[config.mk]
export PLATFORM = sky130hd
export DESIGN_NAME = writeback_stage_flat
export DESIGN_NICKNAME = d
export VERILOG_FILES = /design/src/rtl/mips_pkg.sv /design/src/rtl/writeback_stage_if.sv /design/src/rtl/load_extend.sv /design/src/rtl/writeback_stage.sv /design/src/flat_wrapper.sv
export SDC_FILE = /design/constraint.sdc
export NUM_CORES = 1
export LEC_CHECK = 0
export CORE_MARGIN = 1
export CORE_UTILIZATION = 25
export DETAILED_ROUTE_END_ITERATION = 6
export MAX_ROUTING_LAYER = met4
export SLEW_MARGIN = 25
export SYNTH_ARGS = -nofsm -noshare
export SYNTH_HDL_FRONTEND = slang
export SYNTH_SLANG_ARGS = --single-unit
[constraint.sdc]
create_clock -name clk -period 2.04 [get_ports clk]
set_input_delay 0.306 -clock clk [delete_from_list [all_inputs] [get_ports clk]]
set_output_delay 0.306 -clock clk [all_outputs]
set_load 0.01 [all_outputs]
[src/rtl/mips_pkg.sv]
`default_nettype none
// ============================================================================
// Module      : mips_pkg
// Description : Shared encodings for the MIPS pipeline writeback and
//               data-memory paths (writeback source and load/store type).
// Revision    : 1.0 - initial release
// ============================================================================
package mips_pkg;

    // Writeback source select (MemToReg); 2'b11 is reserved and behaves as ALU
    typedef logic [1:0] wb_src_t;
    localparam wb_src_t WB_SRC_ALU  = 2'b00;
    localparam wb_src_t WB_SRC_MEM  = 2'b01;
    localparam wb_src_t WB_SRC_LINK = 2'b10;

    // Load/store access type; unlisted codes behave as a full word
    typedef logic [2:0] ld_type_t;
    localparam ld_type_t LD_W  = 3'b000;
    localparam ld_type_t LD_B  = 3'b001;
    localparam ld_type_t LD_BU = 3'b010;
    localparam ld_type_t LD_H  = 3'b011;
    localparam ld_type_t LD_HU = 3'b100;

endpackage : mips_pkg
`default_nettype wire

[src/rtl/writeback_stage_if.sv]
`default_nettype none
// ============================================================================
// Module      : writeback_stage_if
// Description : MEM->WB pipeline bundle plus the register-file write port.
//               master = MEM-stage / pipeline control side,
//               slave  = writeback stage.
// Revision    : 1.0 - initial release
// ============================================================================
interface writeback_stage_if #(
    parameter int DATA_W = 32,
    parameter int ADDR_W = 5
);
    // pipeline control
    logic              Stall;
    logic              Flush;
    // MEM-stage results
    logic              MemValid;
    logic              MemRegWrite;
    logic [ADDR_W-1:0] MemWriteAddress;
    logic [1:0]        MemToReg;
    logic [2:0]        MemLoadType;
    logic [1:0]        MemByteOffset;
    logic [DATA_W-1:0] MemAluResult;
    logic [DATA_W-1:0] MemReadData;
    logic [DATA_W-1:0] MemLinkPC;
    // register-file write port and status
    logic              RegWrite;
    logic [ADDR_W-1:0] WriteAddress;
    logic [DATA_W-1:0] WriteData;
    logic              WbValid;
    logic [31:0]       InstrRetired;

    modport master (
        output Stall, Flush, MemValid, MemRegWrite, MemWriteAddress, MemToReg,
               MemLoadType, MemByteOffset, MemAluResult, MemReadData, MemLinkPC,
        input  RegWrite, WriteAddress, WriteData, WbValid, InstrRetired
    );

    modport slave (
        input  Stall, Flush, MemValid, MemRegWrite, MemWriteAddress, MemToReg,
               MemLoadType, MemByteOffset, MemAluResult, MemReadData, MemLinkPC,
        output RegWrite, WriteAddress, WriteData, WbValid, InstrRetired
    );
endinterface : writeback_stage_if
`default_nettype wire

[src/rtl/load_extend.sv]
`default_nettype none
// ============================================================================
// Module      : load_extend
// Description : Big-endian sub-word extraction and sign/zero extension of a
//               32-bit data-memory word. Purely combinational.
// Revision    : 1.0 - initial release
// ============================================================================
module load_extend
    import mips_pkg::*;
(
    input  logic [31:0] raw_word,
    input  logic [2:0]  load_type,
    input  logic [1:0]  byte_offset,
    output logic [31:0] ext_data
);

    logic [7:0]  byte_sel;
    logic [15:0] half_sel;

    // Lane select: offset 0 is the most significant byte (big-endian);
    // halfwords look only at offset[1], so misaligned halves just round down.
    always_comb begin
        byte_sel = raw_word[31:24];
        case (byte_offset)
            2'd0:    byte_sel = raw_word[31:24];
            2'd1:    byte_sel = raw_word[23:16];
            2'd2:    byte_sel = raw_word[15:8];
            default: byte_sel = raw_word[7:0];
        endcase
        half_sel = byte_offset[1] ? raw_word[15:0] : raw_word[31:16];
    end

    // Extension by access type; unknown codes fall back to a word load
    always_comb begin
        ext_data = raw_word;
        case (load_type)
            LD_B:    ext_data = {{24{byte_sel[7]}}, byte_sel};
            LD_BU:   ext_data = {24'h0, byte_sel};
            LD_H:    ext_data = {{16{half_sel[15]}}, half_sel};
            LD_HU:   ext_data = {16'h0, half_sel};
            default: ext_data = raw_word;
        endcase
    end

endmodule : load_extend
`default_nettype wire

[src/rtl/writeback_stage.sv]
`default_nettype none
// ============================================================================
// Module      : writeback_stage
// Description : MEM/WB pipeline register and writeback datapath. Drives the
//               register-file write port, suppresses R0 writes and counts
//               retired instructions.
// Revision    : 1.0 - initial release
// ============================================================================
module writeback_stage
    import mips_pkg::*;
#(
    parameter int DATA_W = 32,
    parameter int ADDR_W = 5
) (
    input  logic              clk,
    input  logic              rst,
    writeback_stage_if.slave  bus
);

    logic              wb_valid;
    logic              wb_reg_write;
    logic [ADDR_W-1:0] wb_addr;
    wb_src_t           wb_to_reg;
    ld_type_t          wb_load_type;
    logic [1:0]        wb_byte_offset;
    logic [DATA_W-1:0] wb_alu_result;
    logic [DATA_W-1:0] wb_read_data;
    logic [DATA_W-1:0] wb_link_pc;
    logic [31:0]       retired_count;

    logic [DATA_W-1:0] load_data;
    logic [DATA_W-1:0] write_data;

    // MEM/WB register: Flush beats Stall beats capture. The counter retires
    // the instruction leaving WB on any unstalled edge, so a stalled
    // instruction counts once and a flushed-out valid one still counts.
    always_ff @(posedge clk or negedge rst) begin
        if (!rst) begin
            wb_valid       <= 1'b0;
            wb_reg_write   <= 1'b0;
            wb_addr        <= '0;
            wb_to_reg      <= WB_SRC_ALU;
            wb_load_type   <= LD_W;
            wb_byte_offset <= 2'b00;
            wb_alu_result  <= '0;
            wb_read_data   <= '0;
            wb_link_pc     <= '0;
            retired_count  <= 32'h0;
        end else begin
            if (wb_valid && !bus.Stall) begin
                retired_count <= retired_count + 32'd1;
            end
            if (bus.Flush) begin
                wb_valid <= 1'b0;
            end else if (!bus.Stall) begin
                wb_valid       <= bus.MemValid;
                wb_reg_write   <= bus.MemRegWrite;
                wb_addr        <= bus.MemWriteAddress;
                wb_to_reg      <= bus.MemToReg;
                wb_load_type   <= bus.MemLoadType;
                wb_byte_offset <= bus.MemByteOffset;
                wb_alu_result  <= bus.MemAluResult;
                wb_read_data   <= bus.MemReadData;
                wb_link_pc     <= bus.MemLinkPC;
            end
        end
    end

    load_extend u_load_extend (
        .raw_word    (wb_read_data),
        .load_type   (wb_load_type),
        .byte_offset (wb_byte_offset),
        .ext_data    (load_data)
    );

    // Writeback source mux; a bubble always presents zero data
    always_comb begin
        write_data = '0;
        if (wb_valid) begin
            case (wb_to_reg)
                WB_SRC_MEM:  write_data = load_data;
                WB_SRC_LINK: write_data = wb_link_pc;
                default:     write_data = wb_alu_result;
            endcase
        end
    end

    assign bus.RegWrite     = wb_valid && wb_reg_write && (wb_addr != '0);
    assign bus.WriteAddress = wb_addr;
    assign bus.WriteData    = write_data;
    assign bus.WbValid      = wb_valid;
    assign bus.InstrRetired = retired_count;

endmodule : writeback_stage
`default_nettype wire

[src/flat_wrapper.sv]
// flat-port wrapper written by rule: the top's interface ports become plain ports
module writeback_stage_flat import mips_pkg::*;
#(
    parameter int DATA_W = 32,
    parameter int ADDR_W = 5
)
  (clk, rst, bus_Stall, bus_Flush, bus_MemValid, bus_MemRegWrite, bus_MemWriteAddress, bus_MemToReg, bus_MemLoadType, bus_MemByteOffset, bus_MemAluResult, bus_MemReadData, bus_MemLinkPC, bus_RegWrite, bus_WriteAddress, bus_WriteData, bus_WbValid, bus_InstrRetired);
  writeback_stage_if #(.DATA_W(DATA_W), .ADDR_W(ADDR_W)) bus_i ();
  input  logic clk;
  input  logic rst;
  input wire logic [$bits(bus_i.Stall)-1:0] bus_Stall;
  input wire logic [$bits(bus_i.Flush)-1:0] bus_Flush;
  input wire logic [$bits(bus_i.MemValid)-1:0] bus_MemValid;
  input wire logic [$bits(bus_i.MemRegWrite)-1:0] bus_MemRegWrite;
  input wire logic [$bits(bus_i.MemWriteAddress)-1:0] bus_MemWriteAddress;
  input wire logic [$bits(bus_i.MemToReg)-1:0] bus_MemToReg;
  input wire logic [$bits(bus_i.MemLoadType)-1:0] bus_MemLoadType;
  input wire logic [$bits(bus_i.MemByteOffset)-1:0] bus_MemByteOffset;
  input wire logic [$bits(bus_i.MemAluResult)-1:0] bus_MemAluResult;
  input wire logic [$bits(bus_i.MemReadData)-1:0] bus_MemReadData;
  input wire logic [$bits(bus_i.MemLinkPC)-1:0] bus_MemLinkPC;
  output wire logic [$bits(bus_i.RegWrite)-1:0] bus_RegWrite;
  output wire logic [$bits(bus_i.WriteAddress)-1:0] bus_WriteAddress;
  output wire logic [$bits(bus_i.WriteData)-1:0] bus_WriteData;
  output wire logic [$bits(bus_i.WbValid)-1:0] bus_WbValid;
  output wire logic [$bits(bus_i.InstrRetired)-1:0] bus_InstrRetired;
  assign bus_i.Stall = bus_Stall;
  assign bus_i.Flush = bus_Flush;
  assign bus_i.MemValid = bus_MemValid;
  assign bus_i.MemRegWrite = bus_MemRegWrite;
  assign bus_i.MemWriteAddress = bus_MemWriteAddress;
  assign bus_i.MemToReg = bus_MemToReg;
  assign bus_i.MemLoadType = bus_MemLoadType;
  assign bus_i.MemByteOffset = bus_MemByteOffset;
  assign bus_i.MemAluResult = bus_MemAluResult;
  assign bus_i.MemReadData = bus_MemReadData;
  assign bus_i.MemLinkPC = bus_MemLinkPC;
  assign bus_RegWrite = bus_i.RegWrite;
  assign bus_WriteAddress = bus_i.WriteAddress;
  assign bus_WriteData = bus_i.WriteData;
  assign bus_WbValid = bus_i.WbValid;
  assign bus_InstrRetired = bus_i.InstrRetired;
  writeback_stage #(.DATA_W(DATA_W), .ADDR_W(ADDR_W)) u_core (.clk(clk), .rst(rst), .bus(bus_i));
endmodule
==> results of run 1 <==
area by class of cell:
cell class,count,area share [%]
clock buffer,21,3.96
clock inverter,10,1.44
inverter,12,0.396
multi-input combinational,401,35.0
sequential,142,31.3
tap,378,4.16
timing repair buffer,289,23.8
cells in the mapped netlist, drive strengths merged, types with 3 or more instances:
library cell	instances	share of area, %
mux2	107	17
clkbuf	22	1.2
nor4	9	0.79
nand3	10	0.70
nor3	13	0.91
mux4	8	2.8
nor2b	4	0.35
inv	12	0.63
a21oi	62	4.3
xor2	20	2.4
nand4	4	0.35
o31ai	7	0.73
o21ai	30	2.1
xnor2	12	1.5
buf	21	1.6
and4	6	0.73
o22ai	8	0.70
ha	3	0.52
nand2b	3	0.26
nor2	12	0.63
a22o	8	0.98
dfrtp	142	50
o221ai	23	4.3
nand2	23	1.2
mux2i	9	1.3
routing by layer:
| metal | vias up | track usage (%) |
|---|---|---|
| met5 | - | - |
| met4 | 0 | 5.36 |
| met2 | 163 | 27.1 |
| li1 | 2769 | - |
| met3 | 27 | 5.00 |
| met1 | 2994 | 20.6 |
cells by family (layout without fill, tap and decap cells):
family	after synthesis	in the layout	synth area share (%)
compound gates	149	150	14.8
flops	142	142	49.7
mux	124	124	20.9
simple gates	92	92	6.77
buf+inv	55	332	3.43
xor+xnor	32	32	3.92
fa+ha+maj	3	3	0.525
what timing repair did:
action	4_1_cts	5_1_grt
pin swaps	44	22
setup buffers	17	8
endpoints found under the setup margin	33	32
endpoints found under the hold margin	29	0
gates resized for setup	232	31
gates cloned	2	0
hold buffers	1	0
per-stage QoR:
| step | instance area (um^2) | power (W) | hold WS [ns] |
|---|---|---|---|
| after floorplan | 7150 | 0.00465 | 0.0104 |
| after global placement | 10000 | 0.00585 | 0.220 |
| after detailed placement | 10000 | 0.00588 | 0.217 |
| after CTS | 11200 | 0.00975 | 0.343 |
| after global routing | 11400 | 0.0103 | 0.350 |
| final | 11400 | 0.00984 | 0.341 |
power groups by stage:
stage | Combinational [W] | Sequential, W | Clock, W
floorplan | 0.00121 | 0.00343 | 0
global placement | 0.00238 | 0.00347 | 0
detailed placement | 0.00240 | 0.00348 | 0
CTS | 0.00289 | 0.00344 | 0.00341
global route | 0.00327 | 0.00350 | 0.00354
finish | 0.00306 | 0.00345 | 0.00332
final timing paths:
check	depth (start not counted)	slack, ns	to
min in group clk	1	0.47	u_core.bus.InstrRetired[31]
min	2	0.34	u_core.bus.WriteAddress[1]
max reg2reg	6	0.25	u_core.bus.InstrRetired[11]
max	6	-0.54	bus_WriteData[14]
max in group asynchronous	3	0.99	u_core.bus.InstrRetired[28]
min reg2reg	1	0.47	u_core.bus.InstrRetired[31]
==> results.json, run 1 <==
{
  "via_per_inst": 4.75,
  "rows": 61,
  "nets": 980,
  "multi_input_area_um2": 3980,
  "crit_path_cell_trace": "mux4_2 -> o311a_4 -> buf_6 -> o221ai_4 -> a21oi_2 -> buf_2",
  "n_antenna_cell": 0,
  "cts_made_buffers": 17,
  "die_w_um": 171,
  "vias": 5953,
  "setup_slack_ns": -0.544,
  "vdd_drop_max_uv": 509,
  "clock_path_buffers": 2,
  "r2r-start": "u_core.bus.WbValid",
  "max_clock_freq_ghz": 0.387,
  "cp_data_arrival_time_ns": 2.28,
  "syn_avg_cell_area_um2": 12.0,
  "maxSlewHeadroom_pct": 72.5,
  "wl_met3_um": 1250,
  "grt_max_degree": 48,
  "cts_max_level": 4,
  "tightestPinTransition_ns": 0.409,
  "power_switching_share_pct": 30.5,
  "cp-end-kind": "output pin",
  "maxCapViolCount": 0,
  "final_common_cell": "clkdlybuf4s50_1",
  "fin_crit_ns": 2.58,
  "cpMaxStageDelayCell": "mux4_2",
  "grt_usage_pct": 17.0,
  "path_buf_inv": 2,
  "synth_fp_nets": 714,
  "crit_required_ns": 1.73,
  "pin_count": 185,
  "first_pass_iters": 4,
  "synthArstFlopShare_pct": 100,
  "leakagePower_nw": 4.59,
  "rsz0062_at_grt": "true",
  "syn_inst": 597,
  "grt_pass1_wl_um": 35900,
  "violations": "setup timing",
  "layout.area.seq_um2": 3560,
  "finalWirelength_um": 23300,
  "wl_met2_um": 11400,
  "setup_viol": 32,
  "drc": 0,
  "hpwlAfterDp_um": 16800,
  "placement.io_buffers": 184,
  "status": "complete, but fails checks",
  "power_frac_seq_pct": 35.1,
  "synth-seq-cells": 142,
  "m1WireLength_um": 10100,
  "clkPwrFrac_pct": 33.7,
  "yosysSeqAreaShare_pct": 49.7,
  "syn_area_um2": 7150,
  "cp_max_fo": 7,
  "drt-initial-drc-count": 351,
  "fin_cells": 1253,
  "synth.distinct_cells": 46,
  "cp-startpoint": "u_core.wb_read_data[15]",
  "p_per_area_nw_per_um2": 865,
  "place_inst": 1196,
  "dp_slack_ns": -0.460,
  "worst_path_largest_cell_delay_ns": 0.55,
  "initial_core_util_pct": 25.6,
  "path_class": "reg2out",
  "clkLatencyLatePin_ns": 0.41,
  "critPathLaunchType": "flop",
  "grt-ovfl-total": 0,
  "skew_ns": 0.00479,
  "n_fill_cell": 2720,
  "die_h_um": 171,
  "cts-root-buf": "clkbuf_16",
  "clock-sinks": 142,
  "slew_violations": 0,
  "antenna_left": 0,
  "drive_gt1_share_pct": 42.3,
  "die_area_um2": 29300,
  "synth-main-ff-cell": "dfrtp_1",
  "yosys_warnings": 0,
  "critical-path-top-delay-family": "compound AO/OA/AOI/OAI gates",
  "hold_path.class": "in2async",
  "final_cell_mix": "clkdlybuf4s50_1 (150), dfrtp_1 (139), mux2_2 (107), buf_4 (71), a21oi_1 (34)",
  "hold_viol": 0,
  "top_layer": "met4",
  "synth_edf_count": 0,
  "fin_setup_tns_ns": -13.87,
  "globalplace.congestion": 0.885,
  "area_delta_synth_final_pct": 59.1,
  "combPwrFrac_pct": 31.2,
  "wire_per_inst_um": 18.6,
  "p_int_w": 0.00684,
  "core-area_um2": 27900,
  "period_share_pct": 127,
  "cts_tree": "built",
  "grt_pass1_vias": 6190,
  "fin_util_pct": 40.7,
  "path_clk_slew_ns": 0.06,
  "switching_power_w": 0.00300,
  "antenna_found_initial": 0
}
Power figures use the tool's default switching activity.
==> inputs of run 2 (changes only) <==
GPL_TIMING_DRIVEN = 0   (was not set)
==> run 2 against run 1 <==
Compared with the run above:
- the flow still finishes with violations (setup timing)
- routed wire length grew 1.3%
- register-to-register slack lost 0.10 ns
- combinational power shrank 8.2%
- first-iteration DRC count shrank 2.8%
- core utilization shrank 1.2 points
- design area shrank 2.9%
- total power shrank 2.1%
- clock power is essentially flat
- via count shrank 0.76%
- global-route usage grew 0.17 points
- critical path type unchanged
- largest power group unchanged
- highest routed layer unchanged
==> results.json, run 2 (same netlist as run 1, synthesis figures left out) <==
{
  "status": "complete, but fails checks",
  "violations": "setup timing",
  "grt_pass1_wl_um": 36100,
  "path_clk_slew_ns": 0.06,
  "drc": 0,
  "vias": 5908,
  "pin_count": 185,
  "leakagePower_nw": 4.40,
  "final_cell_mix": "clkdlybuf4s50_1 (150), dfrtp_1 (138), mux2_2 (107), buf_2 (41), a21oi_1 (38)",
  "critPathLaunchType": "flop",
  "place_inst": 1160,
  "worst_path_largest_cell_delay_ns": 0.53,
  "crit_path_cell_trace": "mux4_2 -> buf_6 -> o21a_4 -> buf_16 -> o221ai_4 -> a21oi_2 -> buf_2",
  "path_class": "reg2out",
  "tightestPinTransition_ns": 0.756,
  "grt-ovfl-total": 0,
  "vdd_drop_max_uv": 518,
  "finalWirelength_um": 23600,
  "final_common_cell": "clkdlybuf4s50_1",
  "initial_core_util_pct": 25.6,
  "reg2reg_setup_slack_ns": 0.15,
  "cts_made_buffers": 17,
  "p_per_area_nw_per_um2": 872,
  "skew_ns": 0.00530,
  "setup_viol": 32,
  "antenna_found_initial": 1,
  "grt_max_degree": 75,
  "maxCapViolCount": 0,
  "endpoint": "bus_WriteData[23]",
  "first_pass_iters": 4,
  "clock-sinks": 142,
  "area_delta_synth_final_pct": 54.4,
  "clkLatencyLatePin_ns": 0.42,
  "cts_tree": "built",
  "path_buf_inv": 3,
  "cpMaxStageDelayCell": "mux4_2",
  "hold_viol": 0,
  "via_per_inst": 4.81,
  "cts_max_level": 4,
  "setup_slack_ns": -0.653,
  "hpwlAfterDp_um": 16600,
  "antenna_left": 0,
  "grt_usage_pct": 17.2,
  "cp-end-kind": "output pin",
  "dp_slack_ns": -1.06,
  "drive_gt1_share_pct": 39.6,
  "globalplace.congestion": 0.846,
  "die_area_um2": 29300,
  "crit-reg2reg-capture": "u_core.bus.InstrRetired[31]",
  "cts-root-buf": "clkbuf_16",
  "core-area_um2": 27900,
  "drt-initial-drc-count": 341,
  "nets": 952,
  "die_h_um": 171,
  "grt_pass1_vias": 6144,
  "rr_worst_depth": 5,
  "die_w_um": 171,
  "rsz0062_at_grt": "true",
  "cp-startpoint": "u_core.wb_read_data[23]",
  "rows": 61,
  "path_depth": 7,
  "cp_data_arrival_time_ns": 2.39,
  "crit_required_ns": 1.73,
  "n_fill_cell": 2725,
  "clock_path_buffers": 2,
  "max_clock_freq_ghz": 0.371,
  "maxSlewHeadroom_pct": 49.6,
  "fin_cells": 1227,
  "cp_max_fo": 5,
  "wire_per_inst_um": 19.3,
  "fin_crit_ns": 2.69,
  "r2r-start": "u_core.bus.InstrRetired[4]",
  "placement.io_buffers": 184,
  "hold_path.class": "in2async",
  "slew_violations": 0,
  "critical-path-top-delay-family": "multiplexers",
  "period_share_pct": 132
}
-- run 2: changes by cell type in the layout (fill, tap and decap cells not counted), sizes merged --
cell           change
clkdlybuf4s15      +1
clkinvlp           +2
clkbuf            +18
o21a               -1
clkinv             -1
diode              +2
buf               -47
-- run 2: worst min-delay path by stage --
stage / to / slack, ns
final: u_core.bus.WriteAddress[1] / 0.46
after global routing: u_core.bus.WbValid / 0.45
after CTS: u_core.bus.WbValid / 0.45
after detailed placement: u_core.bus.WriteAddress[1] / 0.32
after global placement: u_core.bus.InstrRetired[31] / 0.46
after floorplan: u_core.bus.InstrRetired[0] / 0.01
-- run 2: area by class of cell --
type | instances | area [um^2] | area share (%)
diodes | 2 | 5.00 | 0.0453
plain buffers | 39 | 277 | 2.50
clock buffers | 20 | 447 | 4.04
clock inverters | 11 | 166 | 1.51
inverters | 12 | 50.0 | 0.453
multi-input cells | 400 | 3990 | 36.1
flip-flops and latches | 142 | 3560 | 32.2
well taps | 378 | 473 | 4.28
repair buffers | 223 | 2080 | 18.9
-- run 2: metal layers --
layer / routed length (um) / vias to the layer above / global-route usage, %
met5: 0 / - / -
met4: 631 / 0 / 5.75
met3: 1670 / 33 / 5.16
met2: 11200 / 195 / 26.8
met1: 10100 / 2969 / 21.1
li1: - / 2711 / -
-- run 2: through the flow --
stage	instance area, um^2	hold slack, ns	utilization (%)	setup TNS, ns	power [W]
final	11000	0.462	39.5	-17.52	0.00963
after global routing	11000	0.454	39.5	-20.03	0.0101
after CTS	10800	0.451	38.8	-18.38	0.00955
after global placement	9470	0.460	33.9	-835.88	0.00556
after floorplan	7150	0.0104	-	0	0.00465
after detailed placement	9500	0.324	34.0	-68.41	0.00559
-- run 2: timing repair --
item	in CTS	in global routing
gates resized for setup	239	55
pin swaps	44	14
endpoints found under the setup margin	37	104
gates cloned	2	0
hold buffers	1	0
endpoints found under the hold margin	73	0
buffers inserted	27	8
-- run 2: where the power goes --
group | total, W | leakage (nW) | switching (W) | internal [W]
Combinational | 0.00281 | 2.41 | 0.00137 | 0.00143
Sequential | 0.00352 | 1.69 | 0.000343 | 0.00318
Clock | 0.00330 | 0.292 | 0.00123 | 0.00207
==> inputs of run 3 (changes only) <==
CTS_BUF_LIST = sky130_fd_sc_hd__clkbuf_8   (was not set)
==> run 3 against run 2 <==
Compared with the run above:
- the flow still finishes with violations (setup timing)
- final cell count is 0.65% higher
- via count hardly changed
- clock skew increased by 0.0015 ns
- sequential cell count unchanged
- critical path depth unchanged
- total power decreased by 8.0%
- critical path type unchanged
- die area unchanged
- sequential power barely moved
==> results.json, run 3 (same netlist as run 1, synthesis figures left out) <==
{
  "status": "complete, but fails checks",
  "violations": "setup timing",
  "combPwrFrac_pct": 32.3,
  "die_w_um": 171,
  "maxCapViolCount": 0,
  "skew_ns": 0.00678,
  "finalWirelength_um": 23800,
  "cp_data_arrival_time_ns": 2.43,
  "pin_count": 185,
  "clkLatencyLatePin_ns": 0.45,
  "fin_crit_ns": 2.74,
  "cts-root-buf": "clkbuf_8",
  "grt_usage_pct": 17.0,
  "nets": 960,
  "power_switching_share_pct": 32.4,
  "period_share_pct": 134,
  "vdd_drop_max_uv": 349,
  "grt-ovfl-total": 0,
  "core-area_um2": 27900,
  "placement.io_buffers": 184,
  "multi_input_area_um2": 3990,
  "grt_max_degree": 75,
  "antenna_found_initial": 1,
  "rsz0062_at_grt": "true",
  "crit_required_ns": 1.73,
  "dp_slack_ns": -1.06,
  "initial_core_util_pct": 25.6,
  "tightestPinTransition_ns": 0.757,
  "hold_path.class": "in2async",
  "rows": 61,
  "cp_max_fo": 5,
  "wire_per_inst_um": 19.3,
  "die_h_um": 171,
  "cts_tree": "built",
  "grt_pass1_vias": 6088,
  "hold_viol": 0,
  "drive_gt1_share_pct": 40.1,
  "first_pass_iters": 4,
  "layout.area.seq_um2": 3560,
  "path_clk_slew_ns": 0.08,
  "n_fill_cell": 2733,
  "clock-sinks": 142,
  "globalplace.congestion": 0.846,
  "cts_made_buffers": 17,
  "max_clock_freq_ghz": 0.365,
  "cts_max_level": 4,
  "drc": 0,
  "leakagePower_nw": 4.36,
  "final_cell_mix": "clkdlybuf4s50_1 (150), dfrtp_1 (138), mux2_2 (107), buf_2 (40), a21oi_1 (33)",
  "area_delta_synth_final_pct": 52.6,
  "antenna_left": 0,
  "vias": 5913,
  "slew_violations": 0,
  "cp-end-kind": "output pin",
  "via_per_inst": 4.79,
  "power_frac_seq_pct": 39.7,
  "drt-initial-drc-count": 327,
  "p_int_w": 0.00598,
  "critPathLaunchType": "flop",
  "switching_power_w": 0.00287,
  "fin_setup_tns_ns": -19.54,
  "setup_slack_ns": -0.697,
  "clock_path_buffers": 2,
  "p_per_area_nw_per_um2": 811,
  "maxSlewHeadroom_pct": 49.6,
  "path_class": "reg2out",
  "clkPwrFrac_pct": 28.0,
  "hpwlAfterDp_um": 16600,
  "setup_viol": 32,
  "grt_pass1_wl_um": 35800,
  "die_area_um2": 29300,
  "final_common_cell": "clkdlybuf4s50_1"
}
[run 3: cell count changes in the layout (fill, tap and decap cells not counted), sizes merged]
cell / previous run / this run
buf: 91 / 98
inv: 12 / 14
clkbuf: 39 / 38
clkdlybuf4s15: 1 / 0
dlygate4sd2: 0 / 1
[run 3: cell type report]
cell class                 count  share of cell area (%)
antenna                        2                  0.0458
buffer                        38                    2.44
clock buffer                  18                    2.27
clock inverter                13                    1.59
inverter                      12                   0.458
multi-input combinational    400                    36.6
sequential                   142                    32.6
tap                          378                    4.33
timing repair buffer         232                    19.7
[run 3: path summary, 6_finish.rpt]
kind                                             startpoint                           to  slack [ns]  depth (start not counted)
max in group asynchronous                               rst       u_core.wb_load_type[2]        0.86                          3
worst min register to register  u_core.bus.InstrRetired[31]  u_core.bus.InstrRetired[31]        0.48                          1
worst min-delay path                                    rst   u_core.bus.WriteAddress[1]        0.42                          2
min in group clk                                  bus_Flush           u_core.bus.WbValid        0.44                          2
worst max register to register           u_core.bus.WbValid  u_core.bus.InstrRetired[27]        0.16                          5
worst max-delay path                 u_core.wb_read_data[7]            bus_WriteData[23]       -0.70                          7
[run 3: worst max-delay path: stages, from the launching register on]
cell,delay [ns]
dfrtp_1,0.44
mux4_2,0.56
buf_6,0.15
o21a_4,0.23
buf_16,0.16
o221ai_4,0.22
a21oi_2,0.08
buf_2,0.14
[run 3: routing by layer]
metal | wire [um] | track usage, % | up-vias
li1 | - | - | 2727
met1 | 10200 | 20.7 | 2958
met2 | 11300 | 26.6 | 187
met3 | 1620 | 5.07 | 41
met4 | 758 | 5.94 | 0
met5 | 0 | - | -
[run 3: power by group through the flow]
stage	clock network, W	registers, W	logic, W
finish	0.00248	0.00351	0.00286
global placement	0	0.00351	0.00204
global route	0.00268	0.00356	0.00305
floorplan	0	0.00343	0.00121
detailed placement	0	0.00352	0.00207
CTS	0.00256	0.00350	0.00265
[run 3: metrics by stage]
step	hold slack [ns]	std cells	util (%)	cell area (um^2)	total power, W
final	0.423	1235	39.1	10900	0.00885
after global routing	0.403	1234	39.1	10900	0.00930
after CTS	0.410	1218	38.1	10600	0.00871
after detailed placement	0.324	1160	34.0	9500	0.00559
after global placement	0.460	1159	33.9	9470	0.00556
after floorplan	0.0104	597	-	7150	0.00465
[run 3: what timing repair did]
action,in CTS,in global routing
pin swaps,44,20
setup endpoints to repair,33,61
buffers inserted,28,16
resized for setup,244,53
endpoints found under the hold margin,73,0
hold buffers,1,0
gates cloned,2,0
